<file path="src/rtl/sar_search_ctrl_if.sv">
// Comparator handshake between the search engine and an external magnitude comparator.
//   guess       : candidate B operand, stable while guess_valid is high
//   guess_valid : engine is waiting for a verdict on guess
//   cmp_ack     : verdict valid this cycle (honoured only while guess_valid=1)
//   cmp_eq      : target == guess (wins over cmp_gt)
//   cmp_gt      : target > guess; eq=0/gt=0 means less-than
// master = search engine, slave = comparator.
interface sar_search_ctrl_if #(
  parameter int unsigned WIDTH = 8
);
  logic [WIDTH-1:0] guess;
  logic             guess_valid;
  logic             cmp_ack;
  logic             cmp_eq;
  logic             cmp_gt;

  modport master (
    output guess,
    output guess_valid,
    input  cmp_ack,
    input  cmp_eq,
    input  cmp_gt
  );

  modport slave (
    input  guess,
    input  guess_valid,
    output cmp_ack,
    output cmp_eq,
    output cmp_gt
  );
endinterface

</file>
<file path="src/rtl/sar_search_ctrl.sv">
// Successive-approximation (binary-search) engine: drives the B operand of an external
// comparator through the cmp interface and narrows [lo, hi] from its eq/gt verdicts.
// Ports:
//   clk, rst_n : rising-edge clock, asynchronous active-low reset
//   start      : one-cycle search request, sampled only while idle
//   cmp        : comparator handshake (guess/guess_valid out, cmp_ack/cmp_eq/cmp_gt in)
//   busy       : search in progress (high through the final FIN cycle)
//   done       : one-cycle pulse when a search terminates
//   found      : last search hit equality, held until next start
//   result     : matched value or 0, held until next start
//   probes     : verdicts consumed by the last or current search
module sar_search_ctrl #(
  parameter int unsigned WIDTH = 8,
  parameter int unsigned CNT_W = 4
) (
  input  logic                  clk,
  input  logic                  rst_n,
  input  logic                  start,
  sar_search_ctrl_if.master     cmp,
  output logic                  busy,
  output logic                  done,
  output logic                  found,
  output logic [WIDTH-1:0]      result,
  output logic [CNT_W-1:0]      probes
);

  typedef enum logic [1:0] {StIdle, StCalc, StProbe, StFin} state_e;

  localparam logic [WIDTH:0]   BoundOne = {{WIDTH{1'b0}}, 1'b1};
  localparam logic [CNT_W-1:0] CntOne   = {{(CNT_W-1){1'b0}}, 1'b1};

  state_e           state_q, state_d;
  // Bounds carry one extra bit so lo can step past the top of the range.
  logic [WIDTH:0]   lo_q, lo_d;
  logic [WIDTH:0]   hi_q, hi_d;
  logic [WIDTH-1:0] guess_q, guess_d;
  logic [CNT_W-1:0] probes_q, probes_d;
  logic             found_q, found_d;
  logic [WIDTH-1:0] result_q, result_d;

  logic [WIDTH:0]   mid_sum;
  logic [WIDTH:0]   guess_ext;

  // lo+hi never overflows WIDTH+1 bits whenever the midpoint is actually used (lo <= hi).
  assign mid_sum   = lo_q + hi_q;
  assign guess_ext = {1'b0, guess_q};

  always_comb begin
    state_d  = state_q;
    lo_d     = lo_q;
    hi_d     = hi_q;
    guess_d  = guess_q;
    probes_d = probes_q;
    found_d  = found_q;
    result_d = result_q;

    unique case (state_q)
      StIdle: begin
        if (start) begin
          lo_d     = '0;
          hi_d     = {1'b0, {WIDTH{1'b1}}};
          probes_d = '0;
          found_d  = 1'b0;
          result_d = '0;
          state_d  = StCalc;
        end
      end
      StCalc: begin
        // Crossed bounds means the verdicts were inconsistent or exhausted the range.
        if (lo_q > hi_q) begin
          state_d = StFin;
        end else begin
          guess_d = mid_sum[WIDTH:1];
          state_d = StProbe;
        end
      end
      StProbe: begin
        if (cmp.cmp_ack) begin
          probes_d = probes_q + CntOne;
          if (cmp.cmp_eq) begin
            found_d  = 1'b1;
            result_d = guess_q;
            state_d  = StFin;
          end else if (cmp.cmp_gt) begin
            lo_d    = guess_ext + BoundOne;
            state_d = StCalc;
          end else if (guess_q == '0) begin
            // Less-than at zero: nothing below to search, hi left untouched.
            state_d = StFin;
          end else begin
            hi_d    = guess_ext - BoundOne;
            state_d = StCalc;
          end
        end
      end
      StFin: begin
        state_d = StIdle;
      end
      default: begin
        state_d = StIdle;
      end
    endcase
  end

  always_ff @(posedge clk or negedge rst_n) begin
    if (!rst_n) begin
      state_q  <= StIdle;
      lo_q     <= '0;
      hi_q     <= '0;
      guess_q  <= '0;
      probes_q <= '0;
      found_q  <= 1'b0;
      result_q <= '0;
    end else begin
      state_q  <= state_d;
      lo_q     <= lo_d;
      hi_q     <= hi_d;
      guess_q  <= guess_d;
      probes_q <= probes_d;
      found_q  <= found_d;
      result_q <= result_d;
    end
  end

  assign cmp.guess       = guess_q;
  assign cmp.guess_valid = (state_q == StProbe);
  assign busy            = (state_q != StIdle);
  assign done            = (state_q == StFin);
  assign found           = found_q;
  assign result          = result_q;
  assign probes          = probes_q;

endmodule

</file>
<file path="src/flat_wrapper.sv">
// flat-port wrapper written by rule: the top's interface ports become plain ports
module sar_search_ctrl_flat 
#(
  parameter int unsigned WIDTH = 8,
  parameter int unsigned CNT_W = 4
)
  (clk, rst_n, start, busy, done, found, result, probes, cmp_guess, cmp_guess_valid, cmp_cmp_ack, cmp_cmp_eq, cmp_cmp_gt);
  sar_search_ctrl_if #(.WIDTH(WIDTH)) cmp_i ();
  input  logic clk;
  input  logic rst_n;
  input  logic start;
  output logic busy;
  output logic done;
  output logic found;
  output logic [WIDTH-1:0] result;
  output logic [CNT_W-1:0] probes;
  output wire logic [$bits(cmp_i.guess)-1:0] cmp_guess;
  output wire logic [$bits(cmp_i.guess_valid)-1:0] cmp_guess_valid;
  input wire logic [$bits(cmp_i.cmp_ack)-1:0] cmp_cmp_ack;
  input wire logic [$bits(cmp_i.cmp_eq)-1:0] cmp_cmp_eq;
  input wire logic [$bits(cmp_i.cmp_gt)-1:0] cmp_cmp_gt;
  assign cmp_guess = cmp_i.guess;
  assign cmp_guess_valid = cmp_i.guess_valid;
  assign cmp_i.cmp_ack = cmp_cmp_ack;
  assign cmp_i.cmp_eq = cmp_cmp_eq;
  assign cmp_i.cmp_gt = cmp_cmp_gt;
  sar_search_ctrl #(.WIDTH(WIDTH), .CNT_W(CNT_W)) u_core (.clk(clk), .rst_n(rst_n), .start(start), .cmp(cmp_i), .busy(busy), .done(done), .found(found), .result(result), .probes(probes));
endmodule
</file>
<file path="config.mk">
export PLATFORM = sky130hd
export DESIGN_NAME = sar_search_ctrl_flat
export DESIGN_NICKNAME = d
export VERILOG_FILES = /design/src/rtl/sar_search_ctrl_if.sv /design/src/rtl/sar_search_ctrl.sv /design/src/flat_wrapper.sv
export SDC_FILE = /design/constraint.sdc
export NUM_CORES = 1
export LEC_CHECK = 0
export ABC_AREA = 1
export CAP_MARGIN = 20
export CORE_MARGIN = 2
export CORE_UTILIZATION = 56
export DETAILED_ROUTE_END_ITERATION = 10
export PLACE_DENSITY = 0.9
export SYNTH_ARGS = -nofsm -noshare
export SYNTH_HDL_FRONTEND = slang
export SYNTH_SLANG_ARGS = --single-unit
export TNS_END_PERCENT = 5
</file>
<file path="constraint.sdc">
create_clock -name clk -period 1.94 [get_ports clk]
set_clock_uncertainty 0.15 [all_clocks]
set_input_delay 0.388 -clock clk [delete_from_list [all_inputs] [get_ports clk]]
set_output_delay 0.388 -clock clk [all_outputs]
set_load 0.02 [all_outputs]
</file>
==> summary.md, run 1 <==
| Metric | Value |
|---|---|
| Max_cap viols | 0 |
| Hold Slack | 342 ps |
| Met2 WL post-DR | 3340 µm |
| Worst R2R Start | u_core.lo_q[4] |
| Hold/Removal Path Class | flip-flop to flip-flop |
| Die X | 72.3 µm |
| # setup viols final | 0 |
| Unique masters post-synth | 27 |
| WL met3 | 444 µm |
| Comb power frac | 62.0% |
| Syn avg cell area | 7.55 µm² |
| Crit Path Category | flip-flop to flip-flop |
| H-tree lvl count | 2 |
| Drt first pass iters | 5 |
| Initial antenna violation count | 0 |
| Clock tree buffer depth | 2 |
| DP HPWL | 5090 µm |
| Postcts setup bufs | 0 |
| Die area | 0.00523 mm² |
| Syn Nets | 373 |
| Via count | 2570 |
| Die Height | 72.3 µm |
| Total grt overflow | 0 |
| Mapped Area | 0.00261 mm² |
| Hold Vio Cnt, Final | 0 |
| End point of the critical path | u_core.cmp.guess[7] |
| Row count | 24 |
| Top Layer Used | met4 |
| CP Capture Type | flip-flop |
| Clock period minus worst slack | 1900 ps |
| Cell area after layout | 0.00333 mm² |
| R2R setup slack | 40 ps |
| CTS tree | built |
| Initial core utilization | 59.2% |
| #FFs+latches synth | 41 |
| Area leader, netlist | dfrtp_1 |
| Clk_lat worst skew | 310 ps |
| Total power | 6060 µW |
| Layout cells sized above 1 | 15.9% |
| Outcome | finished clean |
| DR WL/cell | 15.6 µm |
| Drt via density | 5.65 |
| P&R area growth vs syn | 27.4% |
| Global placer's final weighted congestion | 0.924 |
| Cells on worst reg2reg path | 9 |
| Synth warnings | 0 |
| Top cell type's share of synthesized area | 39.3% |
| Routed WL | 7090 µm |
| Largest net degree at the start of global routing | 23 |
| Slew margin rel. | 68.5% |
| 1st-iter DRT viols | 283 |
| Max Fanout on Critical Path | 9 |
| Startpoint Class | flip-flop |
| CP required | 1990 ps |
| Vias in the first global route | 2481 |
| Number of routed nets with antenna violations | 0 |
| Final max-slew violation count | 0 |
| # clock sinks | 41 |
| Top cells by area in the synthesized netlist | dfrtp_1 39%, nand2_1 15%, ha_1 9.6%, inv_1 6.6%, o21ai_0 5.7% |
| All-layer global routing usage | 28.4% |
| Sw Ratio | 48.7% |
| Nets | 429 |
| Least-Margin Pin Slew | 473 ps |
| M1 WL | 2960 µm |
| Worst Setup SP | u_core.lo_q[4] |
| Core region area | 0.00441 mm² |
| RSZ-0062 raised after global routing | yes |
| Pwr Density | 1820 mW/mm² |
| Clock power frac | 12.0% |
| Port bufs | 29 |
| Leakage | 0.00172 µW |
| Power Internal | 3110 µW |
| Post-route DRC | 0 |
| Antenna Cells | 0 |
| Worst R2R End | u_core.cmp.guess[7] |
| First-pass GRT wire length | 11400 µm |
| Post-Place Cell Area | 0.00312 mm² |
| I/O pins | 30 |
| Psw | 2950 µW |
| Sequential share of power | 26.0% |
| Fin crit share | 97.9% |
| Sequential fraction of the synthesis area | 39.3% |
| Worst-path clk slew | 80 ps |
| Cell count after synthesis | 346 |
| Fmax | 526 MHz |
| Worst EP arrival | 1940 ps |
| Max VDD drop | 0.000932 V |
| CTS buffer count | 5 |
| Clock root cell | clkbuf_8 |
==> how the worst min path moves through the flow <==
stage,from,end,slack (ps),cells past startpoint
5_1_grt,u_core.result[4],u_core.result[4],380,2
2_1_floorplan,rst_n,u_core.cmp.guess[0],-60,0
3_5_place_dp,rst_n,u_core.hi_q[7],220,1
3_3_place_gp,rst_n,u_core.hi_q[5],210,1
6_report,u_core.result[3],u_core.result[3],340,2
4_1_cts,u_core.result[3],u_core.result[3],350,2
==> cell type report <==
type,count,area (µm²)
repair buffers,51,465
multi-input cells,251,1450
clock inverters,1,30.0
clock buffers,7,86.3
fillers,298,1090
inverters,52,200
well taps,52,65.1
flip-flops and latches,41,1030
==> Yosys cell counts <==
master    number
a211oi_1       1
a21o_1         1
a21oi_1       12
and2_1         2
buf_2          1
buf_4          1
clkinv_2       1
dfrtp_1       41
fa_1           1
ha_1          20
inv_1         46
inv_2          5
nand2_1      102
nand2_2        3
nand2_4        1
nand3_1       28
nand3_4        1
nand3b_1       4
nand4_1        5
nor2_1        23
nor2_2         1
nor2_4         5
o21ai_0       30
o21ai_2        1
o21bai_1       2
o22ai_1        2
xor2_1         6
==> stage by stage <==
| step | worst slack [ps] | cells | util (%) | TNS (ps) |
|---|---|---|---|---|
| 2_1_floorplan | 203 | 346 | - | 0 |
| 3_3_place_gp | 47.3 | 446 | 70.7 | 0 |
| 3_5_place_dp | -23.0 | 446 | 70.7 | -45.0 |
| 4_1_cts | 10.5 | 455 | 73.4 | 0 |
| 5_1_grt | -67.1 | 455 | 75.4 | -140 |
| 6_report | 40.2 | 455 | 75.4 | 0 |
==> worst max-delay path, cell delays in order (launching register included) <==
cell and delay [ps]:
dfrtp_1 450, ha_4 330, nand2_1 80, nor2_2 150, nand3b_1 90, nand3_1 100
nand2_2 70, buf_4 180, nand3_1 120, nand2_1 60
==> layer usage <==
layer / global-route usage [%] / vias up
li1: - / 1214
met1: 36.9 / 1189
met2: 45.5 / 131
met3: 5.00 / 36
met4: 15.1 / 0
met5: 0 / -
==> power by group through the flow <==
stage / Sequential [µW] / Clock (µW) / Combinational [µW]
2_1_floorplan: 1730 / 0 / 1940
3_3_place_gp: 1530 / 0 / 3400
3_5_place_dp: 1560 / 0 / 3510
4_1_cts: 1550 / 723 / 3510
5_1_grt: 1610 / 758 / 4120
6_report: 1580 / 726 / 3760
==> sequential cells by signal, indices dropped and copies added (netlist names) <==
register	flops
u_core.hi_q	9
u_core.result	8
u_core.lo_q	9
u_core.probes	4
u_core.found	1
u_core.cmp.guess	8
u_core.state_q	2
==> cell usage in the layout, fill, tap and decap left out, types with 3 or more instances in the layout <==
cell	instances
a21oi_1	10
buf_4	19
clkbuf_8	6
clkdlybuf4s50_1	19
dfrtp_1	39
dlygate4sd2_1	7
ha_1	16
ha_4	3
inv_1	46
inv_2	5
nand2_1	100
nand2_2	5
nand3_1	28
nand3b_1	4
nand4_1	5
nor2_1	17
nor2_2	6
nor2_4	6
o21ai_0	28
xor2_1	6
==> kinds of logic after synthesis <==
logic type	after synthesis	synth area share [%]
buffers and inverters	54	8.00
XOR/XNOR	6	2.01
flip-flops	41	39.3
adder cells (fa/ha/maj)	21	10.3
AND/OR/NAND/NOR	175	30.4
AO/OA/AOI/OAI	49	10.0
==> what timing repair did <==
item / in CTS / in global routing
hold buffers: 1 / 0
pin swaps: 0 / 2
resized for setup: 10 / 23
endpoints found under the setup margin: 10 / 28
endpoints found under the hold margin: 19 / 0
(Power assumes the default switching activity.)
==> inputs of run 2 (changes only) <==
Settings changed: CAP_MARGIN 20 to not set, CORE_UTILIZATION 56 to 58, CTS_BUF_LIST set to sky130_fd_sc_hd__clkbuf_8, PLACE_DENSITY 0.9 to 0.92.
==> summary.md, run 2 (same netlist as run 1, synthesis figures left out) <==
| Metric | Value |
|---|---|
| Outcome | finished clean |
| Total power | 6000 µW |
| First-pass GRT wire length | 11900 µm |
| R2R setup slack | 10 ps |
| I/O pins | 30 |
| Drt via density | 5.69 |
| 1st-iter DRT viols | 208 |
| CP required | 1980 ps |
| Slew margin rel. | 68.0% |
| Fin crit share | 99.3% |
| Global placer's final weighted congestion | 0.956 |
| H-tree lvl count | 2 |
| Pwr Density | 1810 mW/mm² |
| Crit Path Category | flip-flop to flip-flop |
| Via count | 2594 |
| Worst-path clk slew | 80 ps |
| Final setup margin | 12.7 ps |
| CTS buffer count | 5 |
| Sw Ratio | 50.6% |
| # setup viols final | 0 |
| All-layer global routing usage | 30.5% |
| Max VDD drop | 0.00121 V |
| Worst EP arrival | 1970 ps |
| Nets | 430 |
| Post-route DRC | 0 |
| Max Fanout on Critical Path | 2 |
| Hold Vio Cnt, Final | 0 |
| Die Height | 71.1 µm |
| Post-Place Cell Area | 0.00313 mm² |
| Largest regs | u_core.hi_q x9, u_core.lo_q x9 |
| Die area | 0.00506 mm² |
| Drt first pass iters | 5 |
| CTS tree | built |
| Vias in the first global route | 2465 |
| Layout Cells excl Fill | 456 |
| DR WL/cell | 16.5 µm |
| Leakage | 0.00171 µW |
| Worst R2R Start | u_core.hi_q[0] |
| Largest net degree at the start of global routing | 23 |
| Postcts setup bufs | 0 |
| Dpl cells | 447 |
| Fmax | 519 MHz |
| Final max-slew violation count | 0 |
| Initial antenna violation count | 0 |
| Max_cap viols | 0 |
| Cell area after layout | 0.00331 mm² |
| DP HPWL | 5460 µm |
| Clock tree buffer depth | 2 |
| Die X | 71.1 µm |
| Psw | 3040 µW |
| End point of the critical path | u_core.cmp.guess[7] |
| Initial core utilization | 60.0% |
| CP Capture Type | flip-flop |
| Clock power frac | 9.1% |
| Startpoint Class | flip-flop |
| # clock sinks | 41 |
| DP Worst Slack | -17.2 ps |
| Clock root cell | clkbuf_8 |
| Core region area | 0.00435 mm² |
| Commonest non-fill, non-tap cell in the layout | nand2_1 |
| Worst R2R End | u_core.cmp.guess[7] |
| Worst Setup SP | u_core.hi_q[0] |
| Row count | 24 |
| Cells on worst reg2reg path | 11 |
| Most frequent cells in the layout | 101 x nand2_1, 44 x inv_1, 38 x dfrtp_1 |
| Least-Margin Pin Slew | 480 ps |
| RSZ-0062 raised after global routing | yes |
| Routed WL | 7510 µm |
| Hold/Removal Path Class | flip-flop to flip-flop |
| Number of routed nets with antenna violations | 0 |
| Comb power frac | 64.4% |
| Clock period minus worst slack | 1930 ps |
| Sequential share of power | 26.5% |
| Port bufs | 29 |
| Clk_lat worst skew | 300 ps |
| Layout cells sized above 1 | 16.6% |
| P&R area growth vs syn | 26.6% |
| Power Internal | 2960 µW |
| Antenna Cells | 0 |
| Setup_tns | 0 ps |
| Total grt overflow | 0 |
-- run 2: cell count changes in the layout (fill, tap and decap cells not counted), moves of 2 or more --
cell             before  now
inv_2                 5    8
nor2_1               17   20
clkdlybuf4s50_1      19   21
clkinv_2              0    2
dlygate4sd2_1         7    5
inv_1                46   44
nor2_2                6    4
-- run 2: final cells by class --
| cell class | instances | area [µm²] |
|---|---|---|
| Fill cell | 291 | 1050 |
| Clock inverter | 3 | 13.8 |
| Inverter | 52 | 200 |
| Clock buffer | 5 | 68.8 |
| Multi-Input combinational cell | 251 | 1450 |
| Sequential cell | 41 | 1030 |
| Tap cell | 52 | 65.1 |
| Timing Repair Buffer | 52 | 479 |
-- run 2: how the worst min path moves through the flow --
stage / start / end / slack (ps) / cells past startpoint
6_report: u_core.hi_q[8] / u_core.hi_q[8] / 340 / 2
5_1_grt: u_core.found / u_core.found / 370 / 2
4_1_cts: u_core.hi_q[8] / u_core.hi_q[8] / 330 / 2
3_5_place_dp: rst_n / u_core.state_q[1] / 220 / 1
3_3_place_gp: rst_n / u_core.probes[2] / 210 / 1
2_1_floorplan: rst_n / u_core.cmp.guess[0] / -60 / 0
-- run 2: repair_timing --
item,4_1_cts,5_1_grt
pin swaps,0,1
hold endpoints to repair,19,0
gates resized for setup,10,22
hold buffers,1,0
endpoints found under the setup margin,8,28
-- run 2: stage by stage --
| stage | utilization (%) | hold slack [ps] |
|---|---|---|
| CTS | 74.1 | 328 |
| floorplan | - | -57.6 |
| global route | 75.9 | 366 |
| global placement | 71.8 | 213 |
| finish | 75.9 | 340 |
| detailed placement | 71.8 | 218 |
-- run 2: routing by layer --
| layer | track usage (%) | vias to the layer above | wire (µm) |
|---|---|---|---|
| met3 | 6.70 | 27 | 491 |
| met2 | 49.3 | 134 | 3760 |
| met4 | 14.7 | 0 | 283 |
| met5 | 0 | - | 0 |
| met1 | 39.1 | 1219 | 2980 |
| li1 | - | 1214 | - |
-- run 2: power groups by stage --
stage	logic (µW)	clock network (µW)	registers, µW
after floorplan	1940	0	1730
after global placement	3430	0	1550
after detailed placement	3570	0	1570
after CTS	3610	549	1560
after global routing	4230	584	1630
final	3860	546	1590
-- run 2: critical path: stages, from the launching register on --
cell and delay (ps):
dfrtp_1 380, ha_2 200, inv_1 60, fa_2 370, inv_2 80, nand2_1 60, nand2_2 110, nand2_1 100
nand3b_1 110, nand2_1 80, nand3_2 80, nand2_1 50
